--- config.mk ---
export PLATFORM = sky130hd
export DESIGN_NAME = gemm_tile_scheduler
export DESIGN_NICKNAME = d
export VERILOG_FILES = /design/src/rtl/gemm_tile_scheduler.sv
export SDC_FILE = /design/constraint.sdc
export NUM_CORES = 1
export LEC_CHECK = 0
export BUFFER_PORTS_ARGS = -buffer_cell sky130_fd_sc_hd__buf_4
export CAP_MARGIN = 0
export CORE_ASPECT_RATIO = 1.1
export CORE_MARGIN = 4
export CORE_UTILIZATION = 50
export CTS_BUF_LIST = sky130_fd_sc_hd__clkbuf_4
export DETAILED_ROUTE_END_ITERATION = 16
export GPL_ROUTABILITY_DRIVEN = 0
export PLACE_DENSITY = 0.68
export SLEW_MARGIN = 20
export SYNTH_ARGS = -nofsm -noshare
export SYNTH_HDL_FRONTEND = slang
export SYNTH_SLANG_ARGS = --single-unit
--- constraint.sdc ---
create_clock -name clk_i -period 7.1 [get_ports clk_i]
set_clock_uncertainty 0.05 [all_clocks]
set_input_delay 1.42 -clock clk_i [delete_from_list [all_inputs] [get_ports clk_i]]
set_output_delay 1.42 -clock clk_i [all_outputs]
set_load 0.005 [all_outputs]
--- src/rtl/gemm_tile_scheduler.sv ---
// Output-stationary GeMM tile walker: m/n/k loop nest, A/B read addresses, PE strobes, C writes.
// Latency: read addresses same cycle as issue, data_valid/acc_clr +1, C write +2.
// Backpressure: in_ready_i low stalls the loop counters; in-flight pipeline stages keep moving.
module gemm_tile_scheduler #(
    parameter int unsigned AddrWidth     = 16,
    parameter int unsigned SizeAddrWidth = 8
) (
    input  logic                     clk_i,
    input  logic                     rst_ni,
    input  logic                     start_i,
    input  logic [SizeAddrWidth-1:0] M_tiles_i,
    input  logic [SizeAddrWidth-1:0] K_tiles_i,
    input  logic [SizeAddrWidth-1:0] N_tiles_i,
    input  logic                     in_ready_i,
    output logic [AddrWidth-1:0]     sram_a_addr_o,
    output logic [AddrWidth-1:0]     sram_b_addr_o,
    output logic                     issue_o,
    output logic                     data_valid_o,
    output logic                     acc_clr_o,
    output logic [AddrWidth-1:0]     sram_c_addr_o,
    output logic                     sram_c_we_o,
    output logic                     busy_o,
    output logic                     done_o
);

    localparam int unsigned PW = 2 * SizeAddrWidth + 1;

    typedef enum logic [1:0] {IDLE, RUN, DRAIN, DONE} state_e;

    state_e state_q, state_d;

    logic [SizeAddrWidth-1:0] mt_q, kt_q, nt_q;
    logic [SizeAddrWidth-1:0] m_q, n_q, k_q;
    logic                     drain_q;

    logic dv_q, clr_q, wlast_q, we_q;
    logic [AddrWidth-1:0] cpend_q, c_addr_q;

    logic in_run, issue, k_last, n_last, m_last, start_ok;
    logic [PW-1:0] a_full, b_full, c_full;

    assign in_run   = (state_q == RUN);
    assign issue    = in_run && in_ready_i;
    assign k_last   = (k_q == kt_q - SizeAddrWidth'(1));
    assign n_last   = (n_q == nt_q - SizeAddrWidth'(1));
    assign m_last   = (m_q == mt_q - SizeAddrWidth'(1));
    assign start_ok = (state_q == IDLE) && start_i;

    // Full-width products; truncation to AddrWidth gives the modulo wrap.
    assign a_full = PW'(m_q) * PW'(kt_q) + PW'(k_q);
    assign b_full = PW'(k_q) * PW'(nt_q) + PW'(n_q);
    assign c_full = PW'(m_q) * PW'(nt_q) + PW'(n_q);

    always_comb begin
        state_d = state_q;
        case (state_q)
            IDLE: begin
                if (start_i) begin
                    if ((|M_tiles_i) && (|K_tiles_i) && (|N_tiles_i)) state_d = RUN;
                    else                                              state_d = DONE;
                end
            end
            RUN: begin
                if (issue && k_last && n_last && m_last) state_d = DRAIN;
            end
            DRAIN: begin
                if (drain_q) state_d = DONE;
            end
            DONE:    state_d = IDLE;
            default: state_d = IDLE;
        endcase
    end

    always_ff @(posedge clk_i or negedge rst_ni) begin
        if (!rst_ni) begin
            state_q <= IDLE;
            drain_q <= 1'b0;
        end else begin
            state_q <= state_d;
            drain_q <= (state_q == DRAIN) ? ~drain_q : 1'b0;
        end
    end

    always_ff @(posedge clk_i or negedge rst_ni) begin
        if (!rst_ni) begin
            mt_q <= '0;
            kt_q <= '0;
            nt_q <= '0;
            m_q  <= '0;
            n_q  <= '0;
            k_q  <= '0;
        end else if (start_ok) begin
            mt_q <= M_tiles_i;
            kt_q <= K_tiles_i;
            nt_q <= N_tiles_i;
            m_q  <= '0;
            n_q  <= '0;
            k_q  <= '0;
        end else if (issue) begin
            if (k_last) begin
                k_q <= '0;
                if (n_last) begin
                    n_q <= '0;
                    m_q <= m_q + SizeAddrWidth'(1);
                end else begin
                    n_q <= n_q + SizeAddrWidth'(1);
                end
            end else begin
                k_q <= k_q + SizeAddrWidth'(1);
            end
        end
    end

    // Stage 1 mirrors the 1-cycle SRAM read; stage 2 is the PE result write-back.
    always_ff @(posedge clk_i or negedge rst_ni) begin
        if (!rst_ni) begin
            dv_q     <= 1'b0;
            clr_q    <= 1'b0;
            wlast_q  <= 1'b0;
            cpend_q  <= '0;
            we_q     <= 1'b0;
            c_addr_q <= '0;
        end else begin
            dv_q    <= issue;
            clr_q   <= issue && (k_q == '0);
            wlast_q <= issue && k_last;
            cpend_q <= AddrWidth'(c_full);
            we_q    <= wlast_q;
            if (wlast_q) c_addr_q <= cpend_q;
        end
    end

    assign sram_a_addr_o = in_run ? AddrWidth'(a_full) : '0;
    assign sram_b_addr_o = in_run ? AddrWidth'(b_full) : '0;
    assign issue_o       = issue;
    assign data_valid_o  = dv_q;
    assign acc_clr_o     = clr_q;
    assign sram_c_we_o   = we_q;
    assign sram_c_addr_o = c_addr_q;
    assign busy_o        = in_run || (state_q == DRAIN);
    assign done_o        = (state_q == DONE);

endmodule

==> flow_metrics.tcl, run 1 <==
set metrics [dict create \
    die_x_um 151 \
    fillers 2074 \
    cts_buffers 9 \
    synth_most_common_cell "inv_1" \
    synth_top_area_share_pct 23.5 \
    hold_path.class "flop to flop" \
    path_clk_slew_ns 0.16 \
    powerDensity_nw_per_um2 203 \
    pin_count 82 \
    grt_pass1_wl_um 42600 \
    syn_area_um2 11200 \
    fin_crit_sh_pct 95.2 \
    synthTopCellsByArea "fa_1, dfrtp_1, ha_1" \
    synth_common_cells "inv_1, nand2_1, fa_1" \
    ant_nets 0 \
    clock_latency_ns 0.50 \
    drv_slew 0 \
    crit_family "adder cells" \
    cp-start-kind "flop" \
    fp.dieH_um 165 \
    die_area_um2 25000 \
    grt_max_degree 49 \
    synth_cell_types 60 \
    finalCoreUtilization_pct 55.8 \
    path_cells "buf_4 > inv_1 > fa_1 > inv_1 > fa_1 > inv_1 > fa_1 > fa_1 > inv_1 > ha_1 > o21a_1 > o21ai_0 > a211oi_1 > or4_1 > o211ai_1 > buf_4" \
    cts.sinks 87 \
    ys_seq_area_share_pct 19.4 \
    nets 1617 \
    placedCellCount 1617 \
    outcome "complete, no violations" \
    cts.htree.levels 3 \
    worst-path-buf-inv 6 \
    total_power_mw 2.50 \
    dr.pass1.iters 5 \
    cap_violations 0 \
    multi_input_area_um2 8030 \
    stdcell_count 1638 \
    hold_viol 0 \
    core_area_um2 22100 \
    cp_max_fo 9 \
    cts_buffer_depth 2 \
    synth.ff_latch_count 87 \
    drc 0 \
    cp_slowest_cell "fa_1" \
    cts_tree "done" \
    overflow 0 \
    wire_per_inst_um 15.2 \
    period_minus_slack_ns 6.76 \
    port_buffers 81 \
    syn_to_final_growth_pct 9.74 \
    finalSetupViolCount 0 \
    synth_area_per_cell_um2 8.80 \
    slew-limit-headroom_pct 27.7 \
    synthArstFlopShare_pct 100 \
    cpPeakStageDelay_ns 0.56 \
    yosys_warnings 0 \
    arrival_ns 5.29 \
    fmax_ghz 0.148 \
    rows 57 \
    antenna_found_initial 1 \
    rsz0062_at_grt "no" \
    drive_gt1_share_pct 11.6 \
    netlist_instances 1278 \
    cts-root-buf "clkbuf_4" \
    crit_path_end_kind "output port" \
    max_slew.worst_pin.slew_ns 1.08 \
    synth_top_area_cell "fa_1" \
    num_vias 8643 \
    synthFlopType "dfrtp_1" \
    required_ns 5.63 \
    grt_pass1_vias 8913 \
    track_usage_pct 21.4 \
    drt_iter0_markers 445 \
    setup-tns-final_ns 0 \
    wirelength_um 24900 \
    critPathKind "flop to output port" \
    seq_area_um2 2180 \
    syn-num-nets 1558 \
    synth_edf_count 0 \
    p_leak_nw 6.73 \
    dp_hpwl_um 20100 \
    vias_per_cell 5.28 \
    irDropWorstVdd_uv 216 \
    start_util_pct 50.9 \
]
[routing by layer]
| layer | routed length [um] | part of all wire [%] | vias up | global-route usage (%) |
|---|---|---|---|---|
| met3 | 862 | 3.5 | 43 | 2.35 |
| met1 | 10500 | 42 | 4275 | 26.7 |
| met2 | 12600 | 51 | 174 | 37.9 |
| li1 | - | - | 4151 | - |
| met5 | 0 | 0 | - | 0 |
| met4 | 846 | 3.4 | 0 | 8.53 |
[area by class of cell]
| class | instances | area share, % |
|---|---|---|
| sequential | 87 | 17.7 |
| tap | 295 | 2.99 |
| inverter | 212 | 6.45 |
| antenna | 1 | 0.0203 |
| clock inverter | 7 | 0.628 |
| clock buffer | 9 | 0.547 |
| timing repair buffer | 110 | 6.69 |
| multi-input combinational | 917 | 65.0 |
[layout by cell type (no fill, tap or decap), types with 4 or more instances in the layout]
master | netlist | layout
nand3_1 | 20 | 20
a21o_1 | 8 | 8
nor2_1 | 63 | 63
nand2_1 | 167 | 167
nor2b_1 | 8 | 8
a21oi_1 | 32 | 32
xnor2_1 | 40 | 40
and3_1 | 7 | 7
inv_1 | 211 | 211
nand4_1 | 9 | 9
nand2b_1 | 9 | 9
o21ai_0 | 34 | 34
nand3b_1 | 4 | 4
clkbuf_4 | 0 | 9
or2_2 | 4 | 4
xor2_1 | 23 | 23
buf_4 | 0 | 110
a31oi_1 | 9 | 9
o21a_1 | 8 | 8
o211ai_1 | 4 | 4
ha_1 | 120 | 120
fa_1 | 132 | 132
mux2_2 | 17 | 17
dfrtp_1 | 87 | 84
o31ai_1 | 6 | 6
nor4_1 | 9 | 9
and2_1 | 115 | 115
nor3_1 | 24 | 24
[per-stage QoR]
step / cell area, um2 / worst slack [ns] / hold WS (ns)
detailed placement: 12200 / 0.540 / 0.360
global route: 12300 / 0.0256 / 0.414
CTS: 12300 / 0.0479 / 0.386
global placement: 12200 / 0.638 / 0.352
floorplan: 11200 / 0.776 / 0.302
finish: 12300 / 0.338 / 0.384
[sequential cells by signal (all words and copies together), names as in the netlist, 2 cells and up]
signal / cells
kt_q: 8
k_q: 8
n_q: 8
m_q: 8
nt_q: 8
sram_c_addr_o: 16
mt_q: 8
state_q: 2
cpend_q: 16
[final timing paths]
kind | from | endpoint | slack [ns] | depth (start not counted)
worst max-delay path | k_q[6] | sram_a_addr_o[15] | 0.34 | 16
worst min-delay path | drain_q | drain_q | 0.38 | 1
worst max register to register | m_q[3] | cpend_q[14] | 2.11 | 17
worst min register to register | drain_q | drain_q | 0.38 | 1
max in group asynchronous | rst_ni | nt_q[0] | 5.14 | 2
min in group asynchronous | rst_ni | sram_c_addr_o[15] | 0.86 | 1
[report_power, final]
part | leakage [nW] | switching (mW) | internal (mW)
clock | 0.0789 | 0.200 | 0.111
combinational | 5.53 | 0.833 | 0.784
sequential | 1.12 | 0.0480 | 0.525
[timing repair]
action / 4_1_cts / 5_1_grt
setup buffers: 0 / 4
hold buffers: 0 / 0
endpoints found under the setup margin: 1 / 2
gates cloned: 0 / 0
resized for setup: 1 / 4
[kinds of logic after synthesis]
family                   after synthesis  synth area share (%)
AND/OR/NAND/NOR                      456                  20.3
flip-flops                            87                  19.4
adder cells (fa/ha/maj)              252                  36.8
AO/OA/AOI/OAI                        127                  7.39
multiplexers                          19                  1.88
XOR/XNOR                              63                  4.91
buffers and inverters                274                  9.35
No activity file was read; power rests on OpenSTA's default activity.
==> run 2, diff against run 1 <==
Settings changed: CTS_BUF_LIST sky130_fd_sc_hd__clkbuf_4 to not set.
==> flow_metrics.tcl, run 2 (synthesized netlist as in run 1, its figures left out) <==
set metrics [dict create \
    antenna_found_initial 0 \
    powerDensity_nw_per_um2 216 \
    ant_nets 0 \
    track_usage_pct 21.4 \
    grt_pass1_vias 8933 \
    cts_tree "done" \
    finalCoreUtilization_pct 56.4 \
    cts.sinks 87 \
    cts.htree.levels 3 \
    crit_path_end_kind "output port" \
    crit_path_start "k_q[3]" \
    grt_pass1_wl_um 42800 \
    hold_viol 0 \
    irDropWorstVdd_uv 214 \
    hold_path.class "flop to flop" \
    core_area_um2 22100 \
    drc 0 \
    clock_latency_ns 0.35 \
    period_minus_slack_ns 6.70 \
    drt_iter0_markers 478 \
    rows 57 \
    cp.depth 18 \
    outcome "complete, no violations" \
    path_clk_slew_ns 0.07 \
    wirelength_um 24900 \
    finalSetupViolCount 0 \
    dr.pass1.iters 5 \
    pre_cts_ws_ns 0.540 \
    crit_family "adder cells" \
    drive_gt1_share_pct 11.2 \
    num_vias 8662 \
    cp_max_fo 14 \
    r2r-end "cpend_q[14]" \
    nets 1613 \
    critPathKind "flop to output port" \
    cp_slowest_cell "dfrtp_1" \
    layout_commonest_cell "inv_1" \
    max_slew.worst_pin.slew_ns 1.06 \
    p_leak_nw 6.79 \
    fp.dieH_um 165 \
    cp-start-kind "flop" \
    cpPeakStageDelay_ns 0.59 \
    die_area_um2 25000 \
    die_x_um 151 \
    endpoint "sram_b_addr_o[15]" \
    pin_count 82 \
    slew-limit-headroom_pct 29.0 \
    fmax_ghz 0.149 \
    worst-path-buf-inv 4 \
    required_ns 5.63 \
    setup-tns-final_ns 0 \
    port_buffers 81 \
    cts_buffer_depth 2 \
    path_cells "nand2_1 > fa_1 > inv_1 > ha_1 > ha_1 > inv_1 > fa_1 > inv_1 > ha_1 > fa_1 > a21oi_1 > o21bai_1 > a2111oi_2 > nor3_1 > o41a_1 > o21ai_0 > nor3b_1 > buf_4" \
    fin_ws_ns 0.396 \
    antenna_cells 0 \
    dp_hpwl_um 20100 \
    place_area_um2 12200 \
    worstRegToRegCells 17 \
    rsz0062_at_grt "no" \
    cts_buffers 9 \
    start_util_pct 50.9 \
    syn_to_final_growth_pct 10.9 \
    grt_max_degree 49 \
    cap_violations 0 \
    r2r_start "m_q[3]" \
    cts_setup_buffers 0 \
    finalInstanceArea_um2 12500 \
    cts-root-buf "clkbuf_16" \
    arrival_ns 5.23 \
    rrSetupSlack_ns 2.13 \
    vias_per_cell 5.30 \
    total_power_mw 2.69 \
    fin_crit_sh_pct 94.4 \
    drv_slew 0 \
    wire_per_inst_um 15.2 \
    layout_common_cells "inv_1, nand2_1, fa_1" \
    overflow 0 \
]
-- run 2: cell types whose count changed in the layout (fill, tap and decap cells not counted), sizes merged --
cell	delta
clkinv	-1
clkbuf	+1
buf	-4
diode	-1
-- run 2: per-layer routing --
layer | vias to the layer above | track usage (%) | wire (um)
li1 | 4142 | - | -
met1 | 4308 | 26.8 | 10400
met2 | 164 | 38.5 | 12800
met3 | 48 | 2.29 | 873
met4 | 0 | 7.63 | 724
met5 | - | 0 | 0
-- run 2: per-stage QoR --
step	std cells	hold WS, ns
after floorplan	1278	0.302
after global placement	1617	0.352
after detailed placement	1617	0.360
after CTS	1633	0.375
after global routing	1633	0.403
final	1633	0.373
-- run 2: worst min-delay path by stage --
stage	startpoint	to	slack [ns]	depth (start not counted)
2_1_floorplan	wlast_q	sram_c_we_o	0.30	0
4_1_cts	drain_q	drain_q	0.38	1
6_report	drain_q	drain_q	0.37	1
3_3_place_gp	drain_q	drain_q	0.35	1
5_1_grt	drain_q	drain_q	0.40	1
3_5_place_dp	drain_q	drain_q	0.36	1
-- run 2: final cells by class --
| type | instances | area (um2) |
|---|---|---|
| fill | 2063 | 9630 |
| timing repair buffer | 106 | 796 |
| tap | 295 | 369 |
| inverter | 212 | 796 |
| sequential | 87 | 2180 |
| clock buffer | 10 | 239 |
| multi-input combinational | 917 | 8030 |
| clock inverter | 6 | 73.8 |
-- run 2: repair_timing --
action	in CTS	in global routing
hold buffers	0	0
gates resized for setup	0	2
setup endpoints to repair	0	1
-- run 2: power by group --
group / internal (mW) / total [mW] / switching (mW)
registers: 0.525 / 0.574 / 0.0495
clock network: 0.288 / 0.508 / 0.221
logic: 0.774 / 1.61 / 0.832
total: 1.59 / 2.69 / 1.10
==> run 3, diff against run 2 <==
Settings changed: SLEW_MARGIN 20 to not set.
Clock period 7.1 ns to 7.5 ns, I/O delays scaled along.
==> flow_metrics.tcl, run 3 (synthesized netlist as in run 1, its figures left out) <==
set metrics [dict create \
    cts-root-buf "clkbuf_16" \
    cp_max_fo 14 \
    stdcell_count 1624 \
    grt_pass1_wl_um 42600 \
    fillers 2010 \
    outcome "complete, no violations" \
    path_clk_slew_ns 0.07 \
    setup-tns-final_ns 0 \
    grt_max_degree 69 \
    critPathKind "flop to output port" \
    overflow 0 \
    dr.pass1.iters 5 \
    layout_commonest_cell "inv_1" \
    port_buffers 81 \
    placedCellCount 1608 \
    r2r-end "cpend_q[14]" \
    crit_path_end_kind "output port" \
    start_util_pct 50.9 \
    clock_latency_ns 0.36 \
    ant_nets 0 \
    die_x_um 151 \
    syn_to_final_growth_pct 10.3 \
    cts.htree.levels 3 \
    grt_pass1_vias 8812 \
    rows 57 \
    fin_crit_sh_pct 95.4 \
    cap_violations 0 \
    p_leak_nw 6.74 \
    drc 0 \
    die_area_um2 25000 \
    slew-limit-headroom_pct 19.9 \
    drt_iter0_markers 425 \
    cts.sinks 87 \
    hold_viol 0 \
    crit_path_start "nt_q[2]" \
    dp_hpwl_um 20000 \
    layout_common_cells "inv_1, nand2_1, fa_1" \
    period_minus_slack_ns 7.15 \
    wire_per_inst_um 15.4 \
    cts_buffer_depth 2 \
    vias_per_cell 5.33 \
    rsz0062_at_grt "no" \
    num_vias 8655 \
    rrSetupSlack_ns 2.51 \
    fmax_ghz 0.140 \
    r2r_start "m_q[4]" \
    antenna_found_initial 0 \
    drv_slew 0 \
    track_usage_pct 21.4 \
    powerDensity_nw_per_um2 203 \
    hold_path.class "flop to flop" \
    ctsHoldBuffers 0 \
    cts_tree "done" \
    cts_buffers 9 \
    finalSetupViolCount 0 \
    arrival_ns 5.60 \
    drive_gt1_share_pct 10.6 \
    cts_resized 0 \
    required_ns 5.95 \
    irDropWorstVdd_uv 250 \
    worstRegToRegCells 17 \
    fp.dieH_um 165 \
    endpoint "sram_b_addr_o[15]" \
    cp-start-kind "flop" \
    nets 1604 \
    cts_setup_buffers 0 \
    pin_count 82 \
    antenna_cells 0 \
    max_slew.worst_pin.slew_ns 1.19 \
    wirelength_um 25000 \
    core_area_um2 22100 \
]
[run 3: metal layers]
layer  up-vias  wire [um]  GRT usage [%]
met1      4291      10400           26.2
li1       4126          -              -
met2       191      13000           38.7
met3        47        941           2.51
met4         0        737           7.87
met5         -          0              0
[run 3: power breakdown]
part           switching (mW)  leakage [nW]  internal (mW)
combinational           0.757          5.47          0.711
clock                   0.212         0.154          0.266
sequential             0.0753          1.12          0.496
total                    1.04          6.74           1.47
[run 3: area by class of cell]
class                   instances  area (um2)  share of cell area, %
inverters                     212         796                   6.42
clock inverters                 7        87.6                  0.706
multi-input cells             917        8020                   64.7
well taps                     295         369                   2.98
repair buffers                 97         728                   5.87
flip-flops and latches         87        2180                   17.6
clock buffers                   9         225                   1.82
[run 3: worst min-delay path by stage]
stage,start,endpoint,slack (ns),cells after the start
finish,drain_q,drain_q,0.37,1
global route,drain_q,drain_q,0.41,1
CTS,drain_q,drain_q,0.37,1
detailed placement,drain_q,drain_q,0.36,1
global placement,drain_q,drain_q,0.35,1
floorplan,wlast_q,sram_c_we_o,0.30,0
[run 3: metrics by stage]
step                cell area (um2)  utilization, %  power (mW)  worst slack (ns)  hold WS (ns)
finish                        12400            56.1        2.52             0.348         0.373
detailed placement            12100            54.7        2.06             0.767         0.358
global route                  12400            56.1        2.76            0.0216         0.409
CTS                           12400            56.1        2.56             0.353         0.374
global placement              12100            54.7        2.05             0.818         0.353
floorplan                     11200               -        1.48              1.10         0.302
[run 3: worst max-delay path: stages (launching register included)]
cell and delay (ns):
dfrtp_1 0.59, clkinv_1 0.40, nor2_1 0.26, fa_1 0.42
ha_1 0.28, inv_1 0.04, fa_1 0.45, fa_1 0.49
inv_1 0.05, ha_1 0.29, inv_1 0.08, o21bai_1 0.12
a2111oi_0 0.70, nor3_1 0.19, o41a_1 0.42, o21ai_0 0.13
nor3b_1 0.19, buf_4 0.15
